--- config.mk ---
export PLATFORM = sky130hd
export DESIGN_NAME = axi4_master
export DESIGN_NICKNAME = d
export VERILOG_FILES = /design/src/rtl/axi4_master.sv
export SDC_FILE = /design/constraint.sdc
export NUM_CORES = 1
export LEC_CHECK = 0
export ABC_CLOCK_PERIOD_IN_PS = 5800
export CORE_AREA = 3 3 81 83
export DETAILED_ROUTE_END_ITERATION = 10
export DIE_AREA = 0 0 84 86
export DONT_BUFFER_PORTS = 1
export GPL_TIMING_DRIVEN = 1
export PLACE_DENSITY = 0.62
export RECOVER_POWER = 50
export SLEW_MARGIN = 5
export SYNTH_ARGS = -nofsm -noshare
export SYNTH_HDL_FRONTEND = slang
export SYNTH_SLANG_ARGS = --single-unit
--- constraint.sdc ---
create_clock -name ACLK -period 5.8 [get_ports ACLK]
set_input_delay 0.87 -clock ACLK [delete_from_list [all_inputs] [get_ports ACLK]]
set_output_delay 0.87 -clock ACLK [all_outputs]
set_load 0.005 [all_outputs]
--- src/rtl/axi4_master.sv ---
// Single-outstanding AXI4 initiator: one local command becomes one AXI4 read or write burst,
// and a one-cycle done pulse carries the response. Write data and read data pass straight through.
module axi4_master #(
  parameter int ADDR_W = 5,
  parameter int DATA_W = 32
) (
  input  logic              ACLK,
  input  logic              ARESET,
  input  logic              cmd_valid,
  output logic              cmd_ready,
  input  logic              cmd_write,
  input  logic [ADDR_W-1:0] cmd_addr,
  input  logic [1:0]        cmd_burst,
  input  logic [7:0]        cmd_len,
  input  logic [2:0]        cmd_size,
  input  logic [DATA_W-1:0] wr_data,
  input  logic              wr_valid,
  output logic              wr_ready,
  output logic [DATA_W-1:0] rd_data,
  output logic              rd_valid,
  output logic              rd_last,
  input  logic              rd_ready,
  output logic              done,
  output logic [1:0]        resp,
  output logic [ADDR_W-1:0] AWADDR,
  output logic [1:0]        AWBURST,
  output logic [7:0]        AWLEN,
  output logic [2:0]        AWSIZE,
  output logic              AWVALID,
  input  logic              AWREADY,
  output logic [DATA_W-1:0] WDATA,
  output logic              WLAST,
  output logic              WVALID,
  input  logic              WREADY,
  input  logic [1:0]        BRESP,
  input  logic              BVALID,
  output logic              BREADY,
  output logic [ADDR_W-1:0] ARADDR,
  output logic [1:0]        ARBURST,
  output logic [7:0]        ARLEN,
  output logic [2:0]        ARSIZE,
  output logic              ARVALID,
  input  logic              ARREADY,
  input  logic [DATA_W-1:0] RDATA,
  input  logic [1:0]        RRESP,
  input  logic              RLAST,
  input  logic              RVALID,
  output logic              RREADY,
  output logic [2:0]        state_dbg
);

  // Handshake rule on every channel (cmd, local streams, AXI): a transfer happens on the
  // rising edge where VALID && READY; a raised VALID holds with a stable payload until then.

  localparam int MAX_SIZE = $clog2(DATA_W / 8);

  typedef enum logic [2:0] {
    S_IDLE = 3'd0,
    S_AW   = 3'd1,
    S_W    = 3'd2,
    S_B    = 3'd3,
    S_AR   = 3'd4,
    S_R    = 3'd5,
    S_DONE = 3'd6
  } state_t;

  state_t            state;
  logic [ADDR_W-1:0] addr_q;
  logic [1:0]        burst_q;
  logic [7:0]        len_q;
  logic [2:0]        size_q;
  logic [8:0]        cnt;
  logic [8:0]        cnt_inc;
  logic              illegal;
  logic              wrap_len_ok;
  logic              w_fire;
  logic              r_fire;
  logic              at_last;

  assign wrap_len_ok = (cmd_len == 8'd1) || (cmd_len == 8'd3) ||
                       (cmd_len == 8'd7) || (cmd_len == 8'd15);
  assign illegal     = (cmd_size > 3'(MAX_SIZE)) || (cmd_burst == 2'b11) ||
                       ((cmd_burst == 2'b10) && !wrap_len_ok);

  // The counter saturates instead of wrapping so a runaway read burst still reads as "too long".
  assign cnt_inc = (cnt == 9'h1FF) ? cnt : cnt + 9'd1;
  assign at_last = (cnt == {1'b0, len_q});

  assign AWADDR  = addr_q;
  assign AWBURST = burst_q;
  assign AWLEN   = len_q;
  assign AWSIZE  = size_q;
  assign ARADDR  = addr_q;
  assign ARBURST = burst_q;
  assign ARLEN   = len_q;
  assign ARSIZE  = size_q;

  assign WVALID   = (state == S_W) && wr_valid;
  assign WDATA    = wr_data;
  assign WLAST    = (state == S_W) && at_last;
  assign wr_ready = (state == S_W) && WREADY;
  assign w_fire   = WVALID && WREADY;

  assign RREADY   = (state == S_R) && rd_ready;
  assign rd_valid = (state == S_R) && RVALID;
  assign rd_last  = (state == S_R) && RLAST;
  assign rd_data  = RDATA;
  assign r_fire   = RVALID && RREADY;

  assign state_dbg = state;

  always_ff @(posedge ACLK) begin
    if (!ARESET) begin
      state     <= S_IDLE;
      cnt       <= 9'd0;
      resp      <= 2'b00;
      cmd_ready <= 1'b0;
      AWVALID   <= 1'b0;
      ARVALID   <= 1'b0;
      BREADY    <= 1'b0;
      done      <= 1'b0;
      addr_q    <= '0;
      burst_q   <= 2'b00;
      len_q     <= 8'd0;
      size_q    <= 3'd0;
    end else begin
      case (state)
        S_IDLE: begin
          cmd_ready <= 1'b1;
          if (cmd_valid && cmd_ready) begin
            addr_q    <= cmd_addr;
            burst_q   <= cmd_burst;
            len_q     <= cmd_len;
            size_q    <= cmd_size;
            cnt       <= 9'd0;
            resp      <= 2'b00;
            cmd_ready <= 1'b0;
            if (illegal) begin
              resp  <= 2'b10;
              done  <= 1'b1;
              state <= S_DONE;
            end else if (cmd_write) begin
              AWVALID <= 1'b1;
              state   <= S_AW;
            end else begin
              ARVALID <= 1'b1;
              state   <= S_AR;
            end
          end
        end
        S_AW: begin
          if (AWREADY) begin
            AWVALID <= 1'b0;
            state   <= S_W;
          end
        end
        S_W: begin
          if (w_fire) begin
            cnt <= cnt_inc;
            if (at_last) begin
              BREADY <= 1'b1;
              state  <= S_B;
            end
          end
        end
        S_B: begin
          if (BVALID) begin
            resp   <= BRESP;
            BREADY <= 1'b0;
            done   <= 1'b1;
            state  <= S_DONE;
          end
        end
        S_AR: begin
          if (ARREADY) begin
            ARVALID <= 1'b0;
            state   <= S_R;
          end
        end
        S_R: begin
          // The burst only ends on RLAST; a beat count disagreeing with len flags an error.
          if (r_fire) begin
            cnt <= cnt_inc;
            if (RLAST) begin
              resp  <= at_last ? RRESP : 2'b10;
              done  <= 1'b1;
              state <= S_DONE;
            end
          end
        end
        S_DONE: begin
          done      <= 1'b0;
          cmd_ready <= 1'b1;
          state     <= S_IDLE;
        end
        default: state <= S_IDLE;
      endcase
    end
  end

endmodule

# Yosys cells after proc, flatten, opt, wreduce, memory -nomap -nowiden
# Cells that the tools add are included.
# op_classes
add_sub_neg	1
n_lt_le_gt_ge	1
eq_ne	26
n_mux	45
n_reduce_logical	32
# op_table
op	count
two-way mux 9 bit	4
two-way mux 3 bit	10
one-hot mux 9 bit (3 select lines)	1
inequality test 2 bit (second input constant)	12
one-hot mux 3 bit (6 select lines)	1
two-way mux 1 bit	17
AND reduction 5 bit	3
two-way mux 2 bit	6
logical AND 1 bit	10
adder 9 x 1 -> 9 bit (second input constant)	1
== test 3 bit (second input constant)	3
== test 9 x 8 -> 1 bit	1
== test 9 bit (second input constant)	1
== test 8 x 1 -> 1 bit (second input constant)	1
== test 8 x 2 -> 1 bit (second input constant)	1
== test 8 x 3 -> 1 bit (second input constant)	1
== test 8 x 4 -> 1 bit (second input constant)	1
one-hot mux 1 bit (2 select lines)	4
AND reduction 4 bit	2
AND reduction 8 bit	1
nonzero test 2 bit	4
== test 3 x 2 -> 1 bit (second input constant)	2
one-hot mux 2 bit (3 select lines)	1
AND reduction 6 bit	1
other kinds (10)	16
# totals
regBits	37
word_cells	117

# Logic depth before layout (Yosys ltp)
# Gate-level depths: netlist of the first run.
# depth
depth_word	10
depth_mapped	9

# Worst setup path before layout of the first run
# OpenSTA, ideal clock, no wires.
# synth_timing
kind	reg2reg
from	register cnt[0]
to	register cnt[1]
arrival_time_ns	2.319
t_required_ns	5.730
path_slack_ns	3.411
stages_incl_launch_ff	10
n_path_buf	0
period_less_slack_ns	2.389
cell_sequence	dfxtp_1 ha_1 and2_1 and3_1 ha_1 nand3b_1 a211oi_1 o21ai_1 or2_2 a21oi_1
# synth_between
elab_chain_len	4
word_cells_on_any_way	6
classes_between	add/sub: 1; eq/ne: 1; mux: 4
# synth_rtl
element	line_no	source
from (decl)	72	logic [8:0] cnt;
from (signal assigned)	159	cnt <= cnt_inc;
from (signal assigned)	183	cnt <= cnt_inc;
adder 9 x 1 -> 9 bit or == test 9 bit (tied branches)	86	assign cnt_inc = (cnt == 9'h1FF) ? cnt : cnt + 9'd1;
two-way mux 9 bit (*)	86	
two-way mux 9 bit (on tied branches)	182, 158	
one-hot mux 9 bit (3 select lines) (*)	127	case (state)
# Mark *: on every way between the ends. The rest lies on a longest branch, timed or not. The select of a mux whose other input is x is not followed.
# A chain may end at the register's enable or synchronous reset.

# Worst setup path in the final report of the first run
# Same ends and word-level chain as after synthesis.

==> metrics.txt, run 1 <==
Synth cell types=46; DR iter-0 viols=99; Worst R2R End=cnt[1]$_SDFFE_PN0P_; final worst path period share=48.2%; Antenna diodes=0; Routed WL per cell=17.6 um; status=finished, final reports clean; clock share of power=21.8%; clk sinks=37; initial antenna violation count=0; Slew HR=45.9%; Ports=214; Most used DFF post-synth=dfxtp_1; layout cells sized above 1=9.87%; max-slew violation count=0; H-tree Lvls=2; core area=0.00592 sq mm; WL final=5410 um; Max FO, Critical Path=6; async set-reset flop share out of synthesis=0%; Vias/cell=5.80; area delta synth->final=-18.6%; Final HPWL DP=3970 um; combinational group share of total power=34.7%; register area share after synthesis=29.4%; r2r worst-path depth=9; Critical Path RT=6.01 ns; clock skew=0.00941 ns; routed vias=1787; Peak Freq=357 MHz; Pint=0.000510 W; Mapped Cells=320; FP Rows=28; PD cells=428 mW/mm^2; DIE AREA=0.00722 sq mm; Filler Cell Count=627; gr usage total=14.7%; die height=86 um; clk buf depth=2; number of remaining DRC errors=0; Yosys top cell by area=dfxtp_1; Die Width=84 um; Final Wtd Congestion=0.817; final hold vios=0; crit path time final=2.80 ns; endpoints failing setup=0; net count reported at finish=332; CTS tree=yes; max-capacitance violation count=0; CTS buffer count=5; Cell Area, Synth=0.00252 sq mm; EDFF count, synth=0; CP Capture Type=register; CTS Hold Bufs=0; worst vdd ir=0.248 mV; FF+latch count, synth=37; largest net degree at the start of global routing=27; synth warn=0; Post-DRT Antenna Nets=0; clk slew on worst S/H paths=0.08 ns; gr ovfl total=0; syn avg cell area=7.88 sq um; worst-margin pin slew=0.810 ns; RSZ-0062 raised after global routing=false; Hold Startpoint=ARADDR[2]$_SDFFE_PN0P_; Starting Density=42.6%; global-route wire length before repair=8570 um; FF-to-FF Start=cnt[0]$_SDFFE_PN0P_; Crit Path Class=reg -> reg; Post-CTS Setup Repair Bufs=0; Min-Delay Path Depth=2; placed cell area=0.00196 sq mm; post-CTS resize count=0; Pre-antenna DRT Iters=5; syn_nets=420; synth cell count leaders=buf_4, nand2_1, dfxtp_1; vias in the first global route=1666; leak pwr=0.721 nW; crit path DAT=3.00 ns; top cell type's share of synthesized area=29.4%; setup TNS=0 ns; clock root buffer=clkbuf_8; most numerous cell in the Yosys netlist=buf_4; R2R setup slack=3.00 ns; design area=0.00205 sq mm; Net Sw Frac=41.9%; synth top area cells=dfxtp_1, buf_4, nand2_1; worst hold path endpoint=ARADDR[2]$_SDFFE_PN0P_; Seq pwr share=43.5%; IO Port Bufs=0; worst skew pair latency=0.29 ns; Hold WC Path Type=reg -> reg; startpoint types=register; Sw Pwr=0.000368 W
-- state kept, by name, summed over array words and instances, names as in the netlist, 2 cells and up --
| name | cells |
|---|---|
| state_dbg | 3 |
| cnt | 9 |
| ARADDR | 5 |
| ARSIZE | 3 |
| ARBURST | 2 |
| resp | 2 |
| ARLEN | 8 |
-- per-stage QoR --
stage,hold WS [ns],cells,setup WS (ns),utilization (%),power (W)
floorplan,0.444,320,3.41,-,0.000673
global placement,0.484,300,3.12,33.1,0.000687
detailed placement,0.490,300,3.08,33.1,0.000691
CTS,0.501,308,2.98,34.7,0.000884
global route,0.525,308,2.73,34.7,0.000946
finish,0.503,308,3.00,34.7,0.000879
-- power by group through the flow --
| stage | Combinational (W) | Sequential [W] | Clock [W] |
|---|---|---|---|
| floorplan | 0.000335 | 0.000338 | 0 |
| global placement | 0.000299 | 0.000388 | 0 |
| detailed placement | 0.000303 | 0.000388 | 0 |
| CTS | 0.000305 | 0.000382 | 0.000197 |
| global route | 0.000346 | 0.000393 | 0.000206 |
| finish | 0.000305 | 0.000382 | 0.000192 |
-- worst max path at each step --
stage | from | endpoint | slack, ns | cells after the start
floorplan | cnt[0]$_SDFFE_PN0P_ | cnt[1]$_SDFFE_PN0P_ | 3.41 | 9
finish | cnt[0]$_SDFFE_PN0P_ | cnt[1]$_SDFFE_PN0P_ | 3.00 | 9
global placement | cnt[0]$_SDFFE_PN0P_ | cnt[1]$_SDFFE_PN0P_ | 3.12 | 9
global route | cnt[0]$_SDFFE_PN0P_ | cnt[1]$_SDFFE_PN0P_ | 2.73 | 9
CTS | ARLEN[7]$_SDFFE_PN0P_ | WLAST | 2.98 | 4
detailed placement | cnt[0]$_SDFFE_PN0P_ | cnt[1]$_SDFFE_PN0P_ | 3.08 | 9
-- cells in the final DEF (no fill, tap or decap), drive strengths merged, types with 2 or more instances in the layout --
cell type,synthesis,layout
a211oi,3,3
a21oi,30,30
a311oi,2,2
and2,8,8
and3,5,5
clkbuf,12,6
clkinv,1,3
dfxtp,37,37
ha,2,2
inv,4,4
nand2,49,49
nand3,3,3
nand4,3,3
nor2,8,8
nor2b,3,3
nor3,4,4
nor3b,5,5
nor4,2,2
o2111ai,4,4
o211ai,2,2
o21ai,12,12
o221a,3,3
or2,4,4
xnor2,7,7
xor2,7,7
-- area by class of cell --
class | instances | area (sq um) | share of cell area [%]
Clock inverter | 2 | 13.8 | 0.670
Clock buffer | 6 | 82.6 | 4.02
Inverter | 5 | 18.8 | 0.914
Multi-Input combinational cell | 182 | 1100 | 53.4
Sequential cell | 37 | 741 | 36.1
Timing Repair Buffer | 1 | 7.51 | 0.365
Tap cell | 75 | 93.8 | 4.57
-- cell families after synthesis --
logic type      synth area share [%]
buf+inv                         27.3
simple gates                    19.7
compound gates                  17.3
flops                           29.4
xor+xnor                        4.86
fa+ha+maj                      0.992
mux                            0.446
-- critical path, stage by stage, from the launching register on --
cell and delay (ns):
dfxtp_1 0.36, ha_1 0.22, and2_1 0.18, and3_1 0.19, ha_1 0.18, nand3b_1 0.16
a211oi_1 0.65, o21ai_1 0.30, or2_2 0.35, a21oi_1 0.13
-- layer usage --
metal / track usage (%) / part of all wire [%] / vias up
met5: 0 / 0 / -
met2: 22.3 / 44 / 111
li1: - / - / 826
met3: 7.49 / 11 / 16
met1: 18.9 / 43 / 834
met4: 3.22 / 1.1 / 0
Power figures use the tool's default switching activity.
==> inputs of run 2 (changes only) <==
--- a/config.mk
+++ b/config.mk
@@ -5,13 +5,14 @@
 export SDC_FILE = /design/constraint.sdc
 export NUM_CORES = 1
 export LEC_CHECK = 0
-export ABC_CLOCK_PERIOD_IN_PS = 5800
-export CORE_AREA = 3 3 81 83
+export ABC_AREA = 1
+export ABC_CLOCK_PERIOD_IN_PS = 2700
+export CORE_AREA = 3 3 82 84
 export DETAILED_ROUTE_END_ITERATION = 10
-export DIE_AREA = 0 0 84 86
+export DIE_AREA = 0 0 85 87
 export DONT_BUFFER_PORTS = 1
 export GPL_TIMING_DRIVEN = 1
-export PLACE_DENSITY = 0.62
+export PLACE_DENSITY = 0.63
 export RECOVER_POWER = 50
 export SLEW_MARGIN = 5
 export SYNTH_ARGS = -nofsm -noshare
==> constraint.sdc (replaced) <==
create_clock -name ACLK -period 2.7 [get_ports ACLK]
set_input_delay 0.405 -clock ACLK [delete_from_list [all_inputs] [get_ports ACLK]]
set_output_delay 0.405 -clock ACLK [all_outputs]
set_load 0.005 [all_outputs]
==> run 2 against run 1 <==
Effect of this change: non-clock buffer count up 3; clock skew shrank 0.0035 ns; core utilization up 0.95 points; setup slack got worse by 2.4 ns; critical path depth grew 3; register-to-register slack worse by 2.4 ns; synthesized cell count increased by 24%; clock power increased by 100%; sequential share of layout area shrank 1.4 points; highest routed layer unchanged; final area rose by 4.0%.
==> metrics.txt, run 2 <==
clock root buffer=clkbuf_8; Worst Setup EP=cnt[0]$_SDFFE_PN0P_; DR iter-0 viols=162; Post-CTS Setup Repair Bufs=0; FF+latch count, synth=37; RSZ-0062 raised after global routing=false; Routed WL per cell=14.8 um; combinational group share of total power=45.5%; die height=87 um; core area=0.00599 sq mm; post-CTS resize count=0; H-tree Lvls=2; Sw Pwr=0.00105 W; clk buf depth=2; FF-to-FF Start=cnt[0]$_SDFFE_PN0P_; syn avg cell area=6.55 sq um; largest net degree at the start of global routing=21; crit path DAT=2.26 ns; synth cell count leaders=nand2_1, buf_4, a21oi_1, inv_1, dfxtp_1; max-capacitance violation count=0; CP Capture Type=register; CTS Hold Bufs=0; final hold vios=0; DIE AREA=0.00740 sq mm; R2R setup slack=0.63 ns; gr usage total=15.3%; largest register by flop count=cnt; Vias/cell=5.10; max-slew violation count=0; most numerous cell in the Yosys netlist=nand2_1; placed cells=384; Min-Delay Path Depth=2; status=finished, final reports clean; routed vias=1998; Net Sw Frac=47.6%; Final HPWL DP=4390 um; clk sinks=37; Worst Setup SP=cnt[0]$_SDFFE_PN0P_; Post-DRT Antenna Nets=0; area delta synth->final=-17.7%; Max FO, Critical Path=12; Starting Density=43.3%; WL final=5800 um; leak pwr=0.937 nW; crit path time final=2.07 ns; Final Wtd Congestion=0.885; syn_nets=496; design area=0.00214 sq mm; EDFF count, synth=0; FP Rows=28; clock share of power=17.5%; register area share after synthesis=28.5%; Synth cell types=26; vias in the first global route=1940; Post-Place Setup Slack=0.649 ns; Worst R2R End=cnt[0]$_SDFFE_PN0P_; PD cells=1030 mW/mm^2; CTS buffer count=5; async set-reset flop share out of synthesis=0%; r2r worst-path depth=12; worst skew pair latency=0.30 ns; synth warn=0; Die Width=85 um; startpoint types=register; Slew HR=56.1%; clk slew on worst S/H paths=0.08 ns; layout cells sized above 1=6.94%; clock skew=0.00589 ns; Ports=214; fin cells=392; Seq pwr share=37.0%; Cell Area, Synth=0.00259 sq mm; CTS tree=yes; IO Port Bufs=0; Pint=0.00115 W; commonest non-fill, non-tap cell in the layout=nand2_1; Most used DFF post-synth=dfxtp_1; top cell type's share of synthesized area=28.5%; synth top area cells=dfxtp_1, buf_4, nand2_1; endpoints failing setup=0; Antenna diodes=0; number of remaining DRC errors=0; net count reported at finish=416; most frequent cells in the layout=nand2_1, inv_1, a21oi_1; worst vdd ir=0.470 mV; Peak Freq=483 MHz; Yosys top cell by area=dfxtp_1; setup ws final=0.631 ns; Mapped Cells=396; setup TNS=0 ns; placed cell area=0.00205 sq mm; Hold WC Path Type=in -> reg; worst-margin pin slew=0.658 ns; Critical Path RT=2.89 ns; final worst path period share=76.6%; max FFs per register=9; hold_ws=0.228 ns; Pre-antenna DRT Iters=4; global-route wire length before repair=8950 um; initial antenna violation count=0; Crit Path Class=reg -> reg; gr ovfl total=0
-- run 2: how the worst min path moves through the flow --
stage                              startpoint                   end
after floorplan             done$_SDFFE_PN0P_     done$_SDFFE_PN0P_
final                                  ARESET  AWVALID$_SDFFE_PN0P_
after detailed placement    done$_SDFFE_PN0P_     done$_SDFFE_PN0P_
after global placement    cnt[7]$_SDFFE_PN0P_   cnt[7]$_SDFFE_PN0P_
after global routing                   ARESET  AWVALID$_SDFFE_PN0P_
after CTS                              ARESET  AWVALID$_SDFFE_PN0P_
-- run 2: per-layer routing --
layer	GRT usage (%)	part of all wire, %	vias to the layer above
li1	-	-	1009
met4	7.34	2.6	0
met2	23.0	43	100
met1	18.0	44	861
met3	7.85	11	28
met5	0	0	-
-- run 2: critical path: stages (launching register included) --
cell and delay, ns:
dfxtp_1 0.34, ha_1 0.23, nand3_1 0.11, nor2_1 0.07, nand2_1 0.07, nor3_1 0.06
ha_1 0.18, nand2_1 0.06, o21ai_1 0.07, nor2_2 0.40, inv_2 0.14, o21ai_0 0.18
a21oi_1 0.05
-- run 2: cell type report --
type / count / area (sq um)
fill: 657 / 3850
multi-input combinational: 226 / 1030
sequential: 37 / 741
inverter: 42 / 158
tap: 75 / 93.8
clock buffer: 6 / 72.6
timing repair buffer: 4 / 30.0
clock inverter: 2 / 10.0
-- run 2: cell families (layout without fill, tap and decap cells) --
group	after synthesis	count (layout)	share of synthesized area, %
simple gates	164	164	26.6
buf+inv	133	54	31.7
compound gates	58	58	11.5
flops	37	37	28.5
fa+ha+maj	2	2	0.964
xor+xnor	2	2	0.675
-- run 2: per-stage QoR --
stage	power (W)	utilization, %
global placement	0.00181	34.3
floorplan	0.00174	-
global route	0.00241	35.7
CTS	0.00222	35.7
detailed placement	0.00182	34.3
finish	0.00220	35.7
-- run 2: power by group through the flow --
stage               Sequential, W  Combinational, W  Clock (W)
global route             0.000840           0.00114   0.000425
CTS                      0.000817           0.00100   0.000400
floorplan                0.000766          0.000978          0
detailed placement       0.000830          0.000993          0
global placement         0.000825          0.000988          0
finish                   0.000815           0.00100   0.000387
==> inputs of run 3 (changes only) <==
--- a/config.mk
+++ b/config.mk
@@ -6,7 +6,7 @@
 export NUM_CORES = 1
 export LEC_CHECK = 0
 export ABC_AREA = 1
-export ABC_CLOCK_PERIOD_IN_PS = 2700
+export ABC_CLOCK_PERIOD_IN_PS = 2050
 export CORE_AREA = 3 3 82 84
 export DETAILED_ROUTE_END_ITERATION = 10
 export DIE_AREA = 0 0 85 87
==> constraint.sdc (replaced) <==
create_clock -name ACLK -period 2.05 [get_ports ACLK]
set_input_delay 0.3075 -clock ACLK [delete_from_list [all_inputs] [get_ports ACLK]]
set_output_delay 0.3075 -clock ACLK [all_outputs]
set_load 0.005 [all_outputs]
==> run 3 against run 2 <==
Effect of this change: combinational power rose by 39%; power rose by 37%; first-iteration DRC count fell by 24%; die area did not move; routed wire length fell by 1.8%; clock-buffer cell count rose by 1; largest power group unchanged; critical path type is now reg -> out; sequential share of layout area fell by 0.68 points; final cell count rose by 0.51%.
==> metrics.txt, run 3 (same netlist as run 2, synthesis figures left out) <==
status=finished, final reports clean; DR iter-0 viols=123; Max FO, Critical Path=5; H-tree Lvls=2; clk slew on worst S/H paths=0.08 ns; net count reported at finish=418; Final HPWL DP=4410 um; most frequent CP cell=nand2_1; Post-Place Setup Slack=-0.00138 ns; CP Capture Type=primary output; fin cells=394; worst-margin pin slew=0.682 ns; commonest non-fill, non-tap cell in the layout=nand2_1; clock skew=0.00695 ns; die height=87 um; RSZ-0062 raised after global routing=false; crit path time final=1.89 ns; max-capacitance violation count=0; clk buf depth=2; CTS buffer count=5; IO Port Bufs=0; layout cells sized above 1=9.09%; gr usage total=15.7%; Vias/cell=5.11; Pre-antenna DRT Iters=4; Ports=214; largest register by flop count=cnt; gr ovfl total=0; largest net degree at the start of global routing=21; area delta synth->final=-15.8%; clk sinks=37; most frequent cells in the layout=nand2_1, inv_1, a21oi_1; Antenna diodes=0; setup ws final=0.157 ns; crit path DAT=1.59 ns; max-slew violation count=0; critical path's slowest cell=dfxtp_1; startpoint types=register; core area=0.00599 sq mm; Final Wtd Congestion=0.848; PD cells=1380 mW/mm^2; cell breakdown of the critical path=inv_1 -> nand2_1 -> nand2_1 -> inv_1 -> nand2_1 -> nor2_1 -> nand3_1 -> nor2_1; Post-CTS Setup Repair Bufs=0; Crit Path Class=reg -> out; setup TNS=0 ns; max FFs per register=9; Starting Density=43.3%; FP Rows=28; Slew HR=54.5%; initial antenna violation count=0; worst skew pair latency=0.29 ns; global-route wire length before repair=9420 um; vias in the first global route=2036; Routed WL per cell=14.5 um; final hold vios=0; Post-DRT Antenna Nets=0; clock root buffer=clkbuf_8; endpoints failing setup=0; Die Width=85 um; Peak Freq=528 MHz; number of remaining DRC errors=0; WL final=5700 um; worst vdd ir=0.708 mV; final worst path period share=92.4%; routed vias=2012; Hold WC Path Type=in -> reg; leak pwr=0.961 nW; delay of the slowest critical-path stage=0.43 ns; CTS tree=yes; Critical Path RT=1.74 ns; placed cells=386; DIE AREA=0.00740 sq mm
-- run 3: cell types whose count changed in the layout (fill, tap and decap cells not counted), sizes merged --
cell    delta
buf        +2
clkbuf     +1
clkinv     -1
-- run 3: routing by layer --
layer	global-route usage, %	wire length (um)
met2	24.7	2540
met1	19.0	2500
met5	0	0
met4	5.76	105
met3	6.91	545
-- run 3: critical path: cells and delay by family, from the launching register on --
kind,cells,cell delay (ns)
and+or+nand+nor,6,0.73
buffers and inverters,2,0.13
DFF,1,0.43
-- run 3: worst paths after layout --
path                           to  slack, ns                   from  depth (start not counted)
max                         WLAST       0.16  ARLEN[3]$_SDFFE_PN0P_                          8
min          AWVALID$_SDFFE_PN0P_       0.13                 ARESET                          2
max reg2reg   cnt[4]$_SDFFE_PN0P_       0.18    cnt[1]$_SDFFE_PN0P_                         12
min reg2reg   cnt[7]$_SDFFE_PN0P_       0.47    cnt[7]$_SDFFE_PN0P_                          2
-- run 3: what timing repair did --
| action | 4_1_cts | 5_1_grt |
|---|---|---|
| gates resized for setup | 1 | 5 |
| endpoints found under the hold margin | 0 | 0 |
| hold buffers | 0 | 0 |
| endpoints found under the setup margin | 1 | 9 |
-- run 3: layout make-up --
cell class                      count  area [sq um]
Clock buffer                        7          96.3
Clock inverter                      1          5.00
Fill cell                         666          3800
Inverter                           42           160
Multi-Input combinational cell    226          1040
Sequential cell                    37           743
Tap cell                           75          93.8
Timing Repair Buffer                6          45.0
-- run 3: power breakdown --
part           leakage [nW]  switching [W]  internal, W  total (W)
clock                0.0542       0.000269     0.000304   0.000573
sequential            0.302       0.000185     0.000872    0.00106
combinational         0.604       0.000944     0.000447    0.00139
-- run 3: metrics by stage --
step	hold slack, ns	util (%)	power, W	instance area [sq um]
5_1_grt	0.146	36.5	0.00332	2190
6_report	0.133	36.5	0.00302	2190
2_1_floorplan	0.442	-	0.00230	2590
4_1_cts	0.126	36.2	0.00300	2170
3_5_place_dp	0.440	34.5	0.00242	2070
3_3_place_gp	0.443	34.5	0.00241	2070
